<file path="config.mk">
export PLATFORM = sky130hd
export DESIGN_NAME = fetch_aligner
export DESIGN_NICKNAME = d
export VERILOG_FILES = /design/src/rtl/fetch_aligner.sv
export SDC_FILE = /design/constraint.sdc
export NUM_CORES = 1
export LEC_CHECK = 0
export ABC_AREA = 1
export CAP_MARGIN = 20
export CORE_MARGIN = 1
export CORE_UTILIZATION = 50
export DETAILED_ROUTE_END_ITERATION = 8
export GPL_ROUTABILITY_DRIVEN = 0
export PLACE_DENSITY = 0.85
export RECOVER_POWER = 50
export SETUP_SLACK_MARGIN = 0.4
export SYNTH_ARGS = -nofsm -noshare
export SYNTH_HDL_FRONTEND = slang
export SYNTH_SLANG_ARGS = --single-unit
</file>
<file path="constraint.sdc">
create_clock -name i_clk -period 1.7 [get_ports i_clk]
set_clock_uncertainty 0.1 [all_clocks]
set_input_delay 0.34 -clock i_clk [delete_from_list [all_inputs] [get_ports i_clk]]
set_output_delay 0.34 -clock i_clk [all_outputs]
set_load 0.02 [all_outputs]
</file>
<file path="src/rtl/fetch_aligner.sv">
// Fetch aligner: turns word-aligned 32-bit memory words into a stream of 16/32-bit
// instructions with their PCs, handling boundary-straddling instructions and redirects.
//
// Handshakes: the memory side offers i_fetch_data while i_fetch_valid is high and the
// word is consumed in any cycle where o_fetch_ack is high; the decoder side takes
// o_instr/o_pc/o_compressed on a rising edge where o_valid && i_ready, and while
// o_valid && !i_ready those outputs stay unchanged.
module fetch_aligner #(
  parameter logic [31:0] RESET_PC = 32'h0000_0000
) (
  input  logic        i_clk,
  input  logic        i_rst,
  output logic [31:0] o_fetch_addr,
  input  logic        i_fetch_valid,
  input  logic [31:0] i_fetch_data,
  output logic        o_fetch_ack,
  input  logic        i_redirect,
  input  logic [31:0] i_redirect_pc,
  output logic        o_valid,
  input  logic        i_ready,
  output logic [31:0] o_instr,
  output logic [31:0] o_pc,
  output logic        o_compressed,
  output logic [1:0]  o_dbg_state
);

  typedef enum logic [1:0] {
    ST_EMPTY = 2'd0,
    ST_SKIP  = 2'd1,
    ST_HALF  = 2'd2
  } state_e;

  localparam logic [31:0] RESET_ADDR  = {RESET_PC[31:2], 2'b00};
  localparam state_e      RESET_STATE = RESET_PC[1] ? ST_SKIP : ST_EMPTY;

  state_e      state_q, state_d;
  logic [15:0] hw_buf_q, hw_buf_d;
  logic [31:0] hw_pc_q, hw_pc_d;
  logic [31:0] addr_q, addr_d;
  logic        valid_q, valid_d;
  logic [31:0] instr_q, instr_d;
  logic [31:0] pc_q, pc_d;
  logic        comp_q, comp_d;

  logic        load;
  logic        ack;
  logic        buf_full;
  logic        data_full;
  logic        unused_rpc_bit0;

  assign unused_rpc_bit0 = i_redirect_pc[0];

  assign load      = !valid_q || i_ready;
  assign buf_full  = (hw_buf_q[1:0] == 2'b11);
  assign data_full = (i_fetch_data[1:0] == 2'b11);

  always_comb begin
    state_d  = state_q;
    hw_buf_d = hw_buf_q;
    hw_pc_d  = hw_pc_q;
    addr_d   = addr_q;
    valid_d  = load ? 1'b0 : valid_q;
    instr_d  = instr_q;
    pc_d     = pc_q;
    comp_d   = comp_q;
    ack      = 1'b0;

    if (i_redirect) begin
      // Flush: any pending output is dropped even if the decoder is ready.
      valid_d = 1'b0;
      addr_d  = {i_redirect_pc[31:2], 2'b00};
      state_d = i_redirect_pc[1] ? ST_SKIP : ST_EMPTY;
    end else begin
      unique case (state_q)
        ST_EMPTY: begin
          if (i_fetch_valid && load) begin
            ack     = 1'b1;
            valid_d = 1'b1;
            pc_d    = addr_q;
            if (data_full) begin
              instr_d = i_fetch_data;
              comp_d  = 1'b0;
            end else begin
              instr_d  = {16'h0000, i_fetch_data[15:0]};
              comp_d   = 1'b1;
              hw_buf_d = i_fetch_data[31:16];
              hw_pc_d  = addr_q + 32'd2;
              state_d  = ST_HALF;
            end
          end
        end
        ST_SKIP: begin
          // The low half precedes the branch target and is never emitted.
          if (i_fetch_valid) begin
            ack      = 1'b1;
            hw_buf_d = i_fetch_data[31:16];
            hw_pc_d  = addr_q + 32'd2;
            state_d  = ST_HALF;
          end
        end
        ST_HALF: begin
          if (!buf_full) begin
            if (load) begin
              valid_d = 1'b1;
              instr_d = {16'h0000, hw_buf_q};
              pc_d    = hw_pc_q;
              comp_d  = 1'b1;
              state_d = ST_EMPTY;
            end
          end else if (i_fetch_valid && load) begin
            ack      = 1'b1;
            valid_d  = 1'b1;
            instr_d  = {i_fetch_data[15:0], hw_buf_q};
            pc_d     = hw_pc_q;
            comp_d   = 1'b0;
            hw_buf_d = i_fetch_data[31:16];
            hw_pc_d  = addr_q + 32'd2;
          end
        end
        default: begin
          state_d = ST_EMPTY;
        end
      endcase

      if (ack) begin
        addr_d = addr_q + 32'd4;
      end
    end
  end

  always_ff @(posedge i_clk) begin
    if (i_rst) begin
      state_q  <= RESET_STATE;
      hw_buf_q <= 16'h0000;
      hw_pc_q  <= 32'h0000_0000;
      addr_q   <= RESET_ADDR;
      valid_q  <= 1'b0;
      instr_q  <= 32'h0000_0000;
      pc_q     <= 32'h0000_0000;
      comp_q   <= 1'b0;
    end else begin
      state_q  <= state_d;
      hw_buf_q <= hw_buf_d;
      hw_pc_q  <= hw_pc_d;
      addr_q   <= addr_d;
      valid_q  <= valid_d;
      instr_q  <= instr_d;
      pc_q     <= pc_d;
      comp_q   <= comp_d;
    end
  end

  // Memory must not see a consume while the block is being reset.
  assign o_fetch_ack  = ack && !i_rst;
  assign o_fetch_addr = addr_q;
  assign o_valid      = valid_q;
  assign o_instr      = instr_q;
  assign o_pc         = pc_q;
  assign o_compressed = comp_q;
  assign o_dbg_state  = state_q;

endmodule
</file>
==> results.sh, run 1 <==
export IMPL_status="aborted with a tool error"
export IMPL_failing_step="global routing (5_1_grt)"
export IMPL_firstError="[ERROR GRT-0232] Routing congestion too high. Check the congestion heatmap in the GUI."
export IMPL_cts_sink_count=144
export IMPL_yosys_cell_types_count=35
export IMPL_die_h_um=119
export IMPL_cts_buffers_inserted=17
export IMPL_synthAdderAreaFrac=0.00184
export IMPL_synth_compound_area_share=0.208
export IMPL_syn_instance_count=946
export IMPL_gr_total_overflow=1462
export IMPL_grt_usage=1.02
export IMPL_synth_top_family_by_area="simple AND/OR/NAND/NOR gates"
export IMPL_synthMuxAreaShare=0.00147
export IMPL_root_buffer="clkbuf_16"
export IMPL_cts_buffer_depth=2
export IMPL_hold_buffers=0
export IMPL_syn_avg_cell_area_um2=7.19
export IMPL_num_rows=42
export IMPL_ys_ff_latch=144
export IMPL_grt_max_degree=67
export IMPL_synthSimpleGateAreaFrac=0.226
export IMPL_htree_levels=4
export IMPL_synth_area_mm2=0.00680
export IMPL_io_pins=170
export IMPL_dpl_hpwl_um=13400
export IMPL_synth_warning_count=0
export IMPL_worst_ep_kind="top-level output"
export IMPL_io_buffers=165
export IMPL_die_w_um=119
export IMPL_dp_cells=1274
export IMPL_worst_endpoint="o_fetch_ack"
export IMPL_seq_area_frac_synth=0.424
export IMPL_initial_utilization=0.514
export IMPL_synth_xor_area_share=0.0206
==> synth_stat cells (all sizes together) <==
cell    number  area (µm²)
buf         41         332
a21oi       73         369
nand2      217         847
xor2        16         140
a211oi       1        7.51
clkinv       1        3.75
ha           1        12.5
dfxtp      144        2880
nand3       48         245
nand3b       1        7.51
conb         1        3.75
o211ai       2        15.0
o21a         2        15.0
inv         95         359
nand4       26         178
clkbuf      28         106
o21ai      127         636
mux2i        1        10.0
nor3         2        10.0
nor2        59         249
a31oi       60         375
==> through the flow <==
step,cell area (µm²),hold WS (ps),setup WS [ps]
after global placement,9000,330,-635
after CTS,11900,343,-119
after detailed placement,9000,334,-658
after floorplan,7070,324,224
==> layer usage <==
layer,global-route usage,overflow
met5,0.132,2
met4,1.14,264
met3,0.719,16
met2,1.41,1173
met1,0.923,7
==> cell families after synthesis <==
kind of cell             count (synthesis)
XOR/XNOR                                16
adder cells (fa/ha/maj)                  1
buffers and inverters                  165
other                                    1
AO/OA/AOI/OAI                          265
multiplexers                             1
AND/OR/NAND/NOR                        353
flip-flops                             144
==> what timing repair did <==
| action | in CTS |
|---|---|
| gates cloned | 27 |
| setup buffers | 67 |
| gates resized for setup | 887 |
| pin swaps | 64 |
| setup endpoints to repair | 241 |
==> run 2: changes to the inputs <==
--- a/config.mk
+++ b/config.mk
@@ -8,12 +8,11 @@
 export ABC_AREA = 1
 export CAP_MARGIN = 20
 export CORE_MARGIN = 1
-export CORE_UTILIZATION = 50
+export CORE_UTILIZATION = 35
 export DETAILED_ROUTE_END_ITERATION = 8
 export GPL_ROUTABILITY_DRIVEN = 0
-export PLACE_DENSITY = 0.85
+export PLACE_DENSITY_LB_ADDON = 0.15
 export RECOVER_POWER = 50
-export SETUP_SLACK_MARGIN = 0.4
 export SYNTH_ARGS = -nofsm -noshare
 export SYNTH_HDL_FRONTEND = slang
 export SYNTH_SLANG_ARGS = --single-unit
==> results.sh, run 2 <==
export IMPL_io_pins=170
export IMPL_synth_edf_count=0
export IMPL_core_area_mm2=0.0189
export IMPL_io_buffers=165
export IMPL_synth_area_leaders="dfxtp_1 42%, nand2_1 12%, o21ai_0 6.9%, a31oi_1 5.5%, a21oi_1 5.3%"
export IMPL_yosysMostFrequentCell="nand2_1"
export IMPL_num_rows=50
export IMPL_hold_buffers=0
export IMPL_hold_viol=0
export IMPL_cellLeakagePower_nw=4.37
export IMPL_seq_area_frac_synth=0.424
export IMPL_start_kind="input pin"
export IMPL_syn_to_final_growth_pct=51.6
export IMPL_ir_worst_vdd_mv=0.664
export IMPL_crit_path_end_kind="primary output"
export IMPL_drive_above_1_share=0.208
export IMPL_ys_flop_type="dfxtp_1"
export IMPL_period_share=1.05
export IMPL_powerDensity_mw_per_mm2=937
export IMPL_antenna_left=0
export IMPL_layout_common_cells="207 x nand2_1, 126 x dfxtp_1, 85 x inv_1"
export IMPL_cts_buffer_depth=2
export IMPL_ys_ff_latch=144
export IMPL_largest_reg_flops=32
export IMPL_die_h_um=141
export IMPL_die_area_mm2=0.0200
export IMPL_synth_area_mm2=0.00680
export IMPL_root_buffer="clkbuf_16"
export IMPL_power_switching_mw=2.86
export IMPL_arrival_ps=1350
export IMPL_nNetsFinal=1250
export IMPL_setup_slack_ps=-90.2
export IMPL_clkTransAtPathRegs_ps=60
export IMPL_layout_min_cycle_time_ps=1790
export IMPL_maxCapViolations=0
export IMPL_nFillCells=1861
export IMPL_status="finished, violations left"
export IMPL_p_int_mw=6.80
export IMPL_wirelength_um=23700
export IMPL_rsz0062_at_grt="yes"
export IMPL_pwr_share_clk=0.380
export IMPL_place_area_mm2=0.00920
export IMPL_grt_usage=0.217
export IMPL_final_common_cell="nand2_1"
export IMPL_num_vias=7286
export IMPL_syn_avg_cell_area_um2=7.19
export IMPL_drt_iter0_markers=511
export IMPL_crit_required_ps=1260
export IMPL_cts_sink_count=144
export IMPL_crit_type="input pin to primary output"
export IMPL_cts_buffers_inserted=17
export IMPL_drc_errors=0
export IMPL_grt_pass1_vias=6472
export IMPL_place_ws_ps=-654
export IMPL_synth_warning_count=0
export IMPL_synthArstFlopShare=0
export IMPL_violations="setup timing"
export IMPL_grt_max_degree=93
export IMPL_worstPathMaxFanout=2
export IMPL_cts_tree="done"
export IMPL_max_freq_mhz=559
export IMPL_wl_per_cell_um=16.3
export IMPL_final_setup_viol_count=3
export IMPL_htree_levels=4
export IMPL_drv_slew=0
export IMPL_grt_pass1_wl_um=33800
export IMPL_fin_setup_tns_ps=-113
export IMPL_viasPerCell=5.01
export IMPL_gr_total_overflow=0
export IMPL_dpl_hpwl_um=14600
export IMPL_yosys_top_cells_count="210 x nand2_1, 144 x dfxtp_1, 94 x o21ai_0, 88 x inv_1, 72 x a21oi_1"
export IMPL_share_seq_of_total_power=0.399
export IMPL_netlist_area_leader_share=0.424
export IMPL_initial_utilization=0.360
export IMPL_pwr_share_comb=0.221
export IMPL_die_w_um=141
export IMPL_antenna_found_initial=2
export IMPL_yosys_cell_types_count=35
export IMPL_p_sw_frac=0.296
export IMPL_yosysTopAreaCell="dfxtp_1"
export IMPL_hold_slack_ps=258
export IMPL_worstSkewPairLatency_ps=420
export IMPL_syn_instance_count=946
export IMPL_firstDrtPassIters=6
export IMPL_hp_class="input pin to register"
export IMPL_design_area_mm2=0.0103
-- run 2: cell counts after synthesis --
No cell type changed its count.
-- run 2: power by group through the flow --
| stage | Sequential (mW) | Combinational [mW] | Clock (mW) |
|---|---|---|---|
| floorplan | 4.15 | 0.812 | 0 |
| global placement | 3.93 | 1.96 | 0 |
| detailed placement | 3.93 | 1.98 | 0 |
| CTS | 3.85 | 1.86 | 3.73 |
| global route | 3.90 | 2.30 | 3.88 |
| finish | 3.86 | 2.14 | 3.67 |
-- run 2: kinds of logic after synthesis --
logic type / Yosys count / share of synthesized area
other cells: 1 / 0.000551
simple gates: 353 / 0.226
fa+ha+maj: 1 / 0.00184
compound gates: 265 / 0.208
buf+inv: 165 / 0.118
xor+xnor: 16 / 0.0206
flops: 144 / 0.424
mux: 1 / 0.00147
-- run 2: metal layers --
| metal | global-route usage | up-vias | wire length (µm) |
|---|---|---|---|
| met4 | 0.0809 | 0 | 403 |
| met3 | 0.0459 | 23 | 1540 |
| met1 | 0.275 | 3400 | 10300 |
| li1 | - | 3629 | - |
| met5 | 0 | - | 0 |
| met2 | 0.362 | 234 | 11400 |
-- run 2: final timing paths --
| check | slack (ps) | endpoint | cells past startpoint | startpoint |
|---|---|---|---|---|
| setup / recovery | -90 | o_fetch_ack | 5 | i_rst |
| hold reg to reg | 340 | hw_buf_q[10] | 2 | hw_buf_q[10] |
| setup reg to reg | -10 | hw_pc_q[3] | 9 | hw_buf_q[0] |
| hold / removal | 260 | o_valid | 5 | i_ready |
-- run 2: worst max-delay path, stage by stage --
cell           delay [ps]
dlygate4sd3_1         560
clkinv_1               80
nand2_1               110
nor2_4                130
buf_6                 120
-- run 2: per-stage QoR --
step	power [mW]	utilization	instances
3_3_place_gp	5.89	0.487	1402
5_1_grt	10.1	0.546	1452
4_1_cts	9.45	0.512	1433
6_report	9.66	0.546	1453
2_1_floorplan	4.96	-	948
3_5_place_dp	5.90	0.487	1402
-- run 2: what timing repair did --
action	in CTS	in global routing
gates cloned	0	13
pin swaps	0	6
setup endpoints to repair	143	150
buffers inserted	0	6
resized for setup	143	117
-- run 2: layout make-up --
cell class              instances  area [µm²]  share of cell area
diodes                          1        2.50            0.000243
clock buffers                  21         450              0.0437
clock inverters                10         113              0.0109
inverters                      96         373              0.0362
multi-input cells             639        3350               0.325
flip-flops and latches        144        2910               0.282
well taps                     260         325              0.0315
repair buffers                281        2770               0.269
repair inverters                1        11.3             0.00109
(Power assumes the default switching activity.)
